$ cat src/rtl/pipelined_adder.sv
`default_nettype none
// ============================================================================
// Module   : pipelined_adder
// Purpose  : Chunked ripple-carry adder. The operands are split into STAGES
//            chunks of CW = WIDTH/STAGES bits. One chunk is added per stage,
//            least significant chunk first, and the carry is registered
//            between stages. The whole pipeline advances as one unit and
//            stalls under output backpressure.
// Ports    : clk       - clock, rising edge
//            rst       - synchronous active-high reset
//            in_valid  - operand beat valid
//            in_ready  - beat accepted this cycle when in_valid is also high
//            a, b      - WIDTH-bit operands
//            cin       - carry in
//            out_valid - result beat valid
//            out_ready - downstream accepts the result
//            sum       - a+b+cin modulo 2^WIDTH
//            cout      - carry out of bit WIDTH-1
//            ovf       - signed overflow flag
// Options  : define PIPELINED_ADDER_OVF_EN to compute ovf. Without it ovf
//            is tied to 0 and no overflow register is built.
// Revision : 1.0 - initial release
// ============================================================================
module pipelined_adder #(
  parameter int WIDTH  = 16,
  parameter int STAGES = 4
) (
  input  logic             clk,
  input  logic             rst,
  input  logic             in_valid,
  output logic             in_ready,
  input  logic [WIDTH-1:0] a,
  input  logic [WIDTH-1:0] b,
  input  logic             cin,
  output logic             out_valid,
  input  logic             out_ready,
  output logic [WIDTH-1:0] sum,
  output logic             cout,
  output logic             ovf
);

  localparam int CW   = WIDTH / STAGES;
  localparam int LAST = STAGES - 1;
  // Ones in the low CW bits; shifted up to select the chunk owned by a stage.
  localparam logic [WIDTH-1:0] CHUNK_MASK = {WIDTH{1'b1}} >> (WIDTH - CW);

  if (WIDTH < 2 || STAGES < 1 || (WIDTH % STAGES) != 0) begin : g_param_check
    $error("pipelined_adder: WIDTH must be >= 2 and a multiple of STAGES >= 1");
  end

  // Each stage keeps one word in acc_q: its low (k+1) chunks are finished
  // sum bits, the chunks above are still the untouched a operand. The b
  // operand rides along in opb_q so its upper chunks arrive skewed in step
  // with the carry.
  logic [WIDTH-1:0] acc_q   [STAGES];
  logic [WIDTH-1:0] opb_q   [STAGES];
  logic [STAGES-1:0] valid_q;
  logic [STAGES-1:0] carry_q;

  logic [WIDTH-1:0] src_a     [STAGES];
  logic [WIDTH-1:0] src_b     [STAGES];
  logic [STAGES-1:0] src_c;
  logic [STAGES-1:0] src_v;
  logic [CW:0]      chunk_sum [STAGES];
  logic [WIDTH-1:0] acc_d     [STAGES];
  logic [STAGES-1:0] carry_d;

  logic advance;

  // The pipeline moves as a whole: any free slot at the output lets every
  // stage shift, so no per-stage ready chain is needed.
  assign advance  = !valid_q[LAST] || out_ready;
  assign in_ready = advance;

  for (genvar k = 0; k < STAGES; k++) begin : g_stage
    if (k == 0) begin : g_head
      assign src_a[k] = a;
      assign src_b[k] = b;
      assign src_c[k] = cin;
      assign src_v[k] = in_valid;
    end else begin : g_body
      assign src_a[k] = acc_q[k-1];
      assign src_b[k] = opb_q[k-1];
      assign src_c[k] = carry_q[k-1];
      assign src_v[k] = valid_q[k-1];
    end

    assign chunk_sum[k] = {1'b0, src_a[k][k*CW +: CW]}
                        + {1'b0, src_b[k][k*CW +: CW]}
                        + {{CW{1'b0}}, src_c[k]};

    // Replace chunk k of the travelling word with its freshly computed sum.
    assign acc_d[k]   = (src_a[k] & ~(CHUNK_MASK << (k*CW)))
                      | (WIDTH'(chunk_sum[k][CW-1:0]) << (k*CW));
    assign carry_d[k] = chunk_sum[k][CW];
  end

  always_ff @(posedge clk) begin
    if (rst) begin
      valid_q <= '0;
      carry_q <= '0;
      for (int k = 0; k < STAGES; k++) begin
        acc_q[k] <= '0;
        opb_q[k] <= '0;
      end
    end else if (advance) begin
      valid_q <= src_v;
      carry_q <= carry_d;
      for (int k = 0; k < STAGES; k++) begin
        acc_q[k] <= acc_d[k];
        opb_q[k] <= src_b[k];
      end
    end
  end

  assign out_valid = valid_q[LAST];
  assign sum       = acc_q[LAST];
  assign cout      = carry_q[LAST];

`ifdef PIPELINED_ADDER_OVF_EN
  logic ovf_q;
  logic ovf_d;

  // The last stage still sees the original operand sign bits (the top chunk
  // of the travelling word has not been overwritten yet), so overflow is
  // resolved alongside the final chunk and registered with the beat.
  assign ovf_d = (src_a[LAST][WIDTH-1] == src_b[LAST][WIDTH-1])
              && (acc_d[LAST][WIDTH-1] != src_a[LAST][WIDTH-1]);

  always_ff @(posedge clk) begin
    if (rst) begin
      ovf_q <= 1'b0;
    end else if (advance) begin
      ovf_q <= ovf_d;
    end
  end

  assign ovf = ovf_q;
`else
  assign ovf = 1'b0;
`endif

endmodule
`default_nettype wire

$ cat config.mk
export PLATFORM = sky130hd
export DESIGN_NAME = pipelined_adder
export DESIGN_NICKNAME = d
export VERILOG_FILES = /design/src/rtl/pipelined_adder.sv
export SDC_FILE = /design/constraint.sdc
export NUM_CORES = 1
export LEC_CHECK = 0
export BUFFER_PORTS_ARGS = -buffer_cell sky130_fd_sc_hd__buf_4
export CAP_MARGIN = 0
export CORE_MARGIN = 10
export CORE_UTILIZATION = 50
export DETAILED_ROUTE_END_ITERATION = 7
export HOLD_SLACK_MARGIN = 0.06
export PLACE_DENSITY = 0.78
export SETUP_SLACK_MARGIN = 0.2
export SYNTH_ARGS = -nofsm -noshare
export SYNTH_HDL_FRONTEND = slang
export SYNTH_SLANG_ARGS = --single-unit
$ cat constraint.sdc
create_clock -name clk -period 3 [get_ports clk]
set_clock_uncertainty 0.05 [all_clocks]
set_input_delay 0.15 -clock clk [delete_from_list [all_inputs] [get_ports clk]]
set_output_delay 0.15 -clock clk [all_outputs]
set_load 0.01 [all_outputs]
# Word-level counts from Yosys, hierarchy flattened

Memories as Yosys holds them, arrays and structs flattened.
Index checks and enable logic that the tools add are counted.

Logic and storage cells: 39
RAM bits: 128
Register bits: 8
Output and inout port bits: 20
Memories: 2
Bits of input ports: 37

Memories:

| name  | depth | bits a word | read ports | clocked after Yosys merged registers in | wr ports | line | RTL |
|---|---|---|---|---|---|---|---|
| acc_q | 4     | 16          | 4          | 0                                       | 4        | 55   | `logic [WIDTH-1:0] acc_q [STAGES];` |
| opb_q | 4     | 16          | 3          | 0                                       | 4        | 56   | `logic [WIDTH-1:0] opb_q [STAGES];` |

Add/subtract/negate cells: 8
Reduce and logical (&&, ||, !) cells: 2
Muxes and demuxes: 13
Bitwise gates (word level): 12

Operator list:

| cell                 | number |
|---|---|
| 2-to-1 mux 16 bit    | 8 |
| adder 4 x 4 -> 5 bit | 4 |
| adder 5 x 1 -> 5 bit | 4 |
| OR 12 x 16 -> 16 bit | 1 |
| OR 16 x 12 -> 16 bit | 1 |
| OR 16 x 4 -> 16 bit  | 1 |
| OR 16 x 8 -> 16 bit  | 1 |
| OR 1 bit             | 8 |
| 2-to-1 mux 1 bit     | 5 |
| zero test 1 bit      | 1 |
| logical OR 1 bit     | 1 |

# Logic depth before layout (Yosys ltp)

Word-level depth: 6
Mapped depth: 6
Mapped depth without buffers: 6

# Worst setup path after synthesis

No wires, ideal clock.

Path kind: flip-flop to flip-flop
From: reg valid_q[3]
To: mem acc_q[0][0] (enable)
Cell stages (with the launch flop): 4
Clock period less this slack: 2.998 ns
Required time: 2.103 ns
Setup slack: 0.002 ns
Library setup time: 0.847 ns
Buffers on the path: 1
Arrival time: 2.100 ns
Path through: dfxtp_1 -> nor2b_4 -> buf_6 -> nand2_1

RTL lines:

| item                   | line | RTL |
|---|---|---|
| start, declared        | 57   | `logic [STAGES-1:0] valid_q;` |
| start signal, assigned | 107  | `valid_q <= src_v;` |
| end, declared          | 55   |  |

==> results.yml <==
status:
  status: "complete, no violations"
power_and_ir_drop:
  irDropWorstVdd_uv: 309
  power_frac_comb_pct: 8.5
  p_int_mw: 2.14
  powerDensity_nw_per_um2: 536
  p_clk_share_pct: 33.9
  p_seq_share_pct: 57.6
  leakagePower_nw: 2.46
  p_switching_mw: 0.574
  total_power_mw: 2.72
  switching_share_pct: 21.1
worst_hold_path:
  whs_endpoint: "carry_q[0]"
  hold_path.class: "primary input to flop"
  worstHoldPathCells: 4
  hp-start: "b[3]"
critical_path:
  crit_family: "buffers and inverters"
  crit_path_frequent_cell: "buf_4"
  r2r_slack_ps: 1060
  rr_startpoint: "valid_q[3]"
  cp_max_fo: 47
  slowest_delay_ps: 570
  crit_chain: "dlygate4sd3_1, buf_4, inv_2, nand2_4, buf_4"
  reg2reg_depth: 5
  critPathKind: "primary input to flop"
  critPathSlowestCell: "dlygate4sd3_1"
  cp_data_required_time_ps: 3050
  crit_path_end_kind: "flop"
  reg2reg_to: "acc_q[1][7]"
  path_depth: 5
  cp-start-kind: "primary input"
  cp.arrival_ps: 2180
  path_buf_inv: 4
timing:
  slew_viol_final: 0
  rsz0062_at_grt: "no"
  min_period_ps: 2130
  relSlewSlack_pct: 48.3
  worst_slack_ps: 867
  fin_tns_setup_ps: 0
  hold_viol: 0
  fmax_mhz: 469
  tightest_slew_ps: 775
  finalSetupViolCount: 0
  fin_crit_sh_pct: 71.1
logic_synthesis:
  seq_area_frac_synth_pct: 68.2
  syn-num-nets: 344
  synth-compound-area-share_pct: 3.29
  syn_avg_cell_area_um2: 14.3
  syn_inst: 287
  synth-simple-area-share_pct: 15.8
  synthMuxAreaShare_pct: 0.975
  synth_area_um2: 4110
  synthDistinctLibCells: 26
  synth_adder_area_share_pct: 7.55
  synth_top_family_by_area: "simple AND/OR/NAND/NOR gates"
  ys_warn_count: 0
  synth-xor-area-share_pct: 0.426
  ys_ff_latch: 96
global_routing:
  grt_max_degree: 59
  antenna_found_initial: 0
  grt_usage_pct: 12.6
  grt_pass1_wl_mm: 12.5
  grt.overflow.total: 0
  grt_pass1_vias: 2516
floorplanning:
  die_area_um2: 12200
  die_h_um: 111
  core_area_um2: 8090
  row_count: 33
  ios: 57
  die_x_um: 111
  initial_utilization_pct: 50.8
placement:
  dp_hpwl_mm: 4.96
  preCtsSetupSlack_ps: 1070
  gp_congestion: 0.831
  port_buffers: 55
detailed_routing:
  wl_mm: 7.67
  wire_per_inst_um: 16.2
  drc: 0
  ant_nets: 0
  routed_via_density: 5.21
  drt_iter0_markers: 185
  vias: 2462
  first_pass_iters: 5
layout:
  fin_nets: 420
  final_common_cell: "edfxtp_1"
  drive_gt1_share_pct: 21.2
  area_growth_pct: 23.5
  antennaDiodeCount: 0
  final_cell_mix: "edfxtp_1, and3_1, buf_4"
clocking:
  clockBufferDepth: 2
  clk_pin_slew_ps: 90
  cts_tree: "done"
  clk-insertion-delay-late_ps: 370
  root_buffer: "clkbuf_8"
  numCtsBuffers: 9
  ctsResizeCount: 0
  cts_sinks: 96
  post_cts_buffers: 0
  htree_num_levels: 3
flow_run:
  cap_viol_max_count: 0
[metrics by stage]
| step | hold WS [ps] | std cells | area (µm²) | utilization [%] |
|---|---|---|---|---|
| floorplan | 240 | 287 | 4110 | - |
| global placement | 353 | 429 | 4570 | 56.5 |
| detailed placement | 370 | 429 | 4570 | 56.5 |
| CTS | 228 | 473 | 5070 | 62.7 |
| global route | 241 | 473 | 5070 | 62.7 |
| finish | 234 | 473 | 5070 | 62.7 |
[kinds of logic after synthesis]
kind of cell	after synthesis
mux	4
fa+ha+maj	20
simple gates	111
buf+inv	30
compound gates	23
flops	96
xor+xnor	2
other cells	1
[worst max path at each step]
stage	startpoint	endpoint
5_1_grt	rst	acc_q[2][0]
4_1_cts	rst	acc_q[2][0]
2_1_floorplan	valid_q[3]	acc_q[0][0]
6_report	rst	acc_q[2][0]
3_3_place_gp	acc_q[0][4]	acc_q[1][6]
3_5_place_dp	rst	acc_q[2][13]
[worst register-to-register path: cells and delay by family, from the launching register on]
kind | cells | cell delay (ps)
buffers and inverters | 2 | 1000
flip-flops | 1 | 320
AND/OR/NAND/NOR | 2 | 280
multiplexers | 1 | 140
[power groups by stage]
stage                     sequential, mW  combinational (mW)  clock, mW
after floorplan                     1.59               0.112          0
after global placement              1.59               0.194          0
after detailed placement            1.60               0.202          0
after CTS                           1.57               0.232      0.937
after global routing                1.57               0.255      0.992
final                               1.57               0.230      0.922
[cells in the mapped netlist]
cell      count  share of area [%]
edfxtp_1     88                 64
and3_1       78                 12
ha_1         12                3.7
a21oi_1      11                1.3
clkbuf_1     10               0.91
nor2_1       10               0.91
dfxtp_1       8                3.9
fa_1          8                3.9
nand2_1       8               0.73
a21o_1        6                1.1
clkbuf_2      6               0.73
inv_1         6               0.55
mux2i_1       4               0.97
nand3_1       4               0.49
nor2b_1       4               0.61
o21ai_0       4               0.49
or3_1         4               0.61
buf_6         3               0.82
a211oi_1      2               0.37
buf_2         2               0.24
inv_2         2               0.18
nor3_1        2               0.24
xnor2_1       2               0.43
buf_4         1               0.18
conb_1        1              0.091
nor2b_4       1               0.33
[layout make-up]
cell class | count | area (µm²)
repair buffers | 87 | 723
well taps | 105 | 131
inverters | 8 | 30.0
fillers | 633 | 3020
multi-input cells | 161 | 1160
clock inverters | 6 | 92.6
flip-flops and latches | 96 | 2800
clock buffers | 10 | 128
[state kept, by name, summed over array words and instances (netlist names)]
name and flops:
carry_q 4, acc_q 64, valid_q 4, opb_q 24
[what timing repair did]
action                                 4_1_cts  5_1_grt
endpoints found under the hold margin       30        0
hold buffers                                28        0
setup endpoints to repair                    0        0
[layer usage]
metal | wire, µm | part of all wire (%) | GRT usage (%)
met4 | 196 | 2.6 | 7.55
met3 | 364 | 4.7 | 3.25
met1 | 3180 | 41 | 14.5
met5 | 0 | 0 | 0
met2 | 3930 | 51 | 20.7
Power figures use the tool's default switching activity.
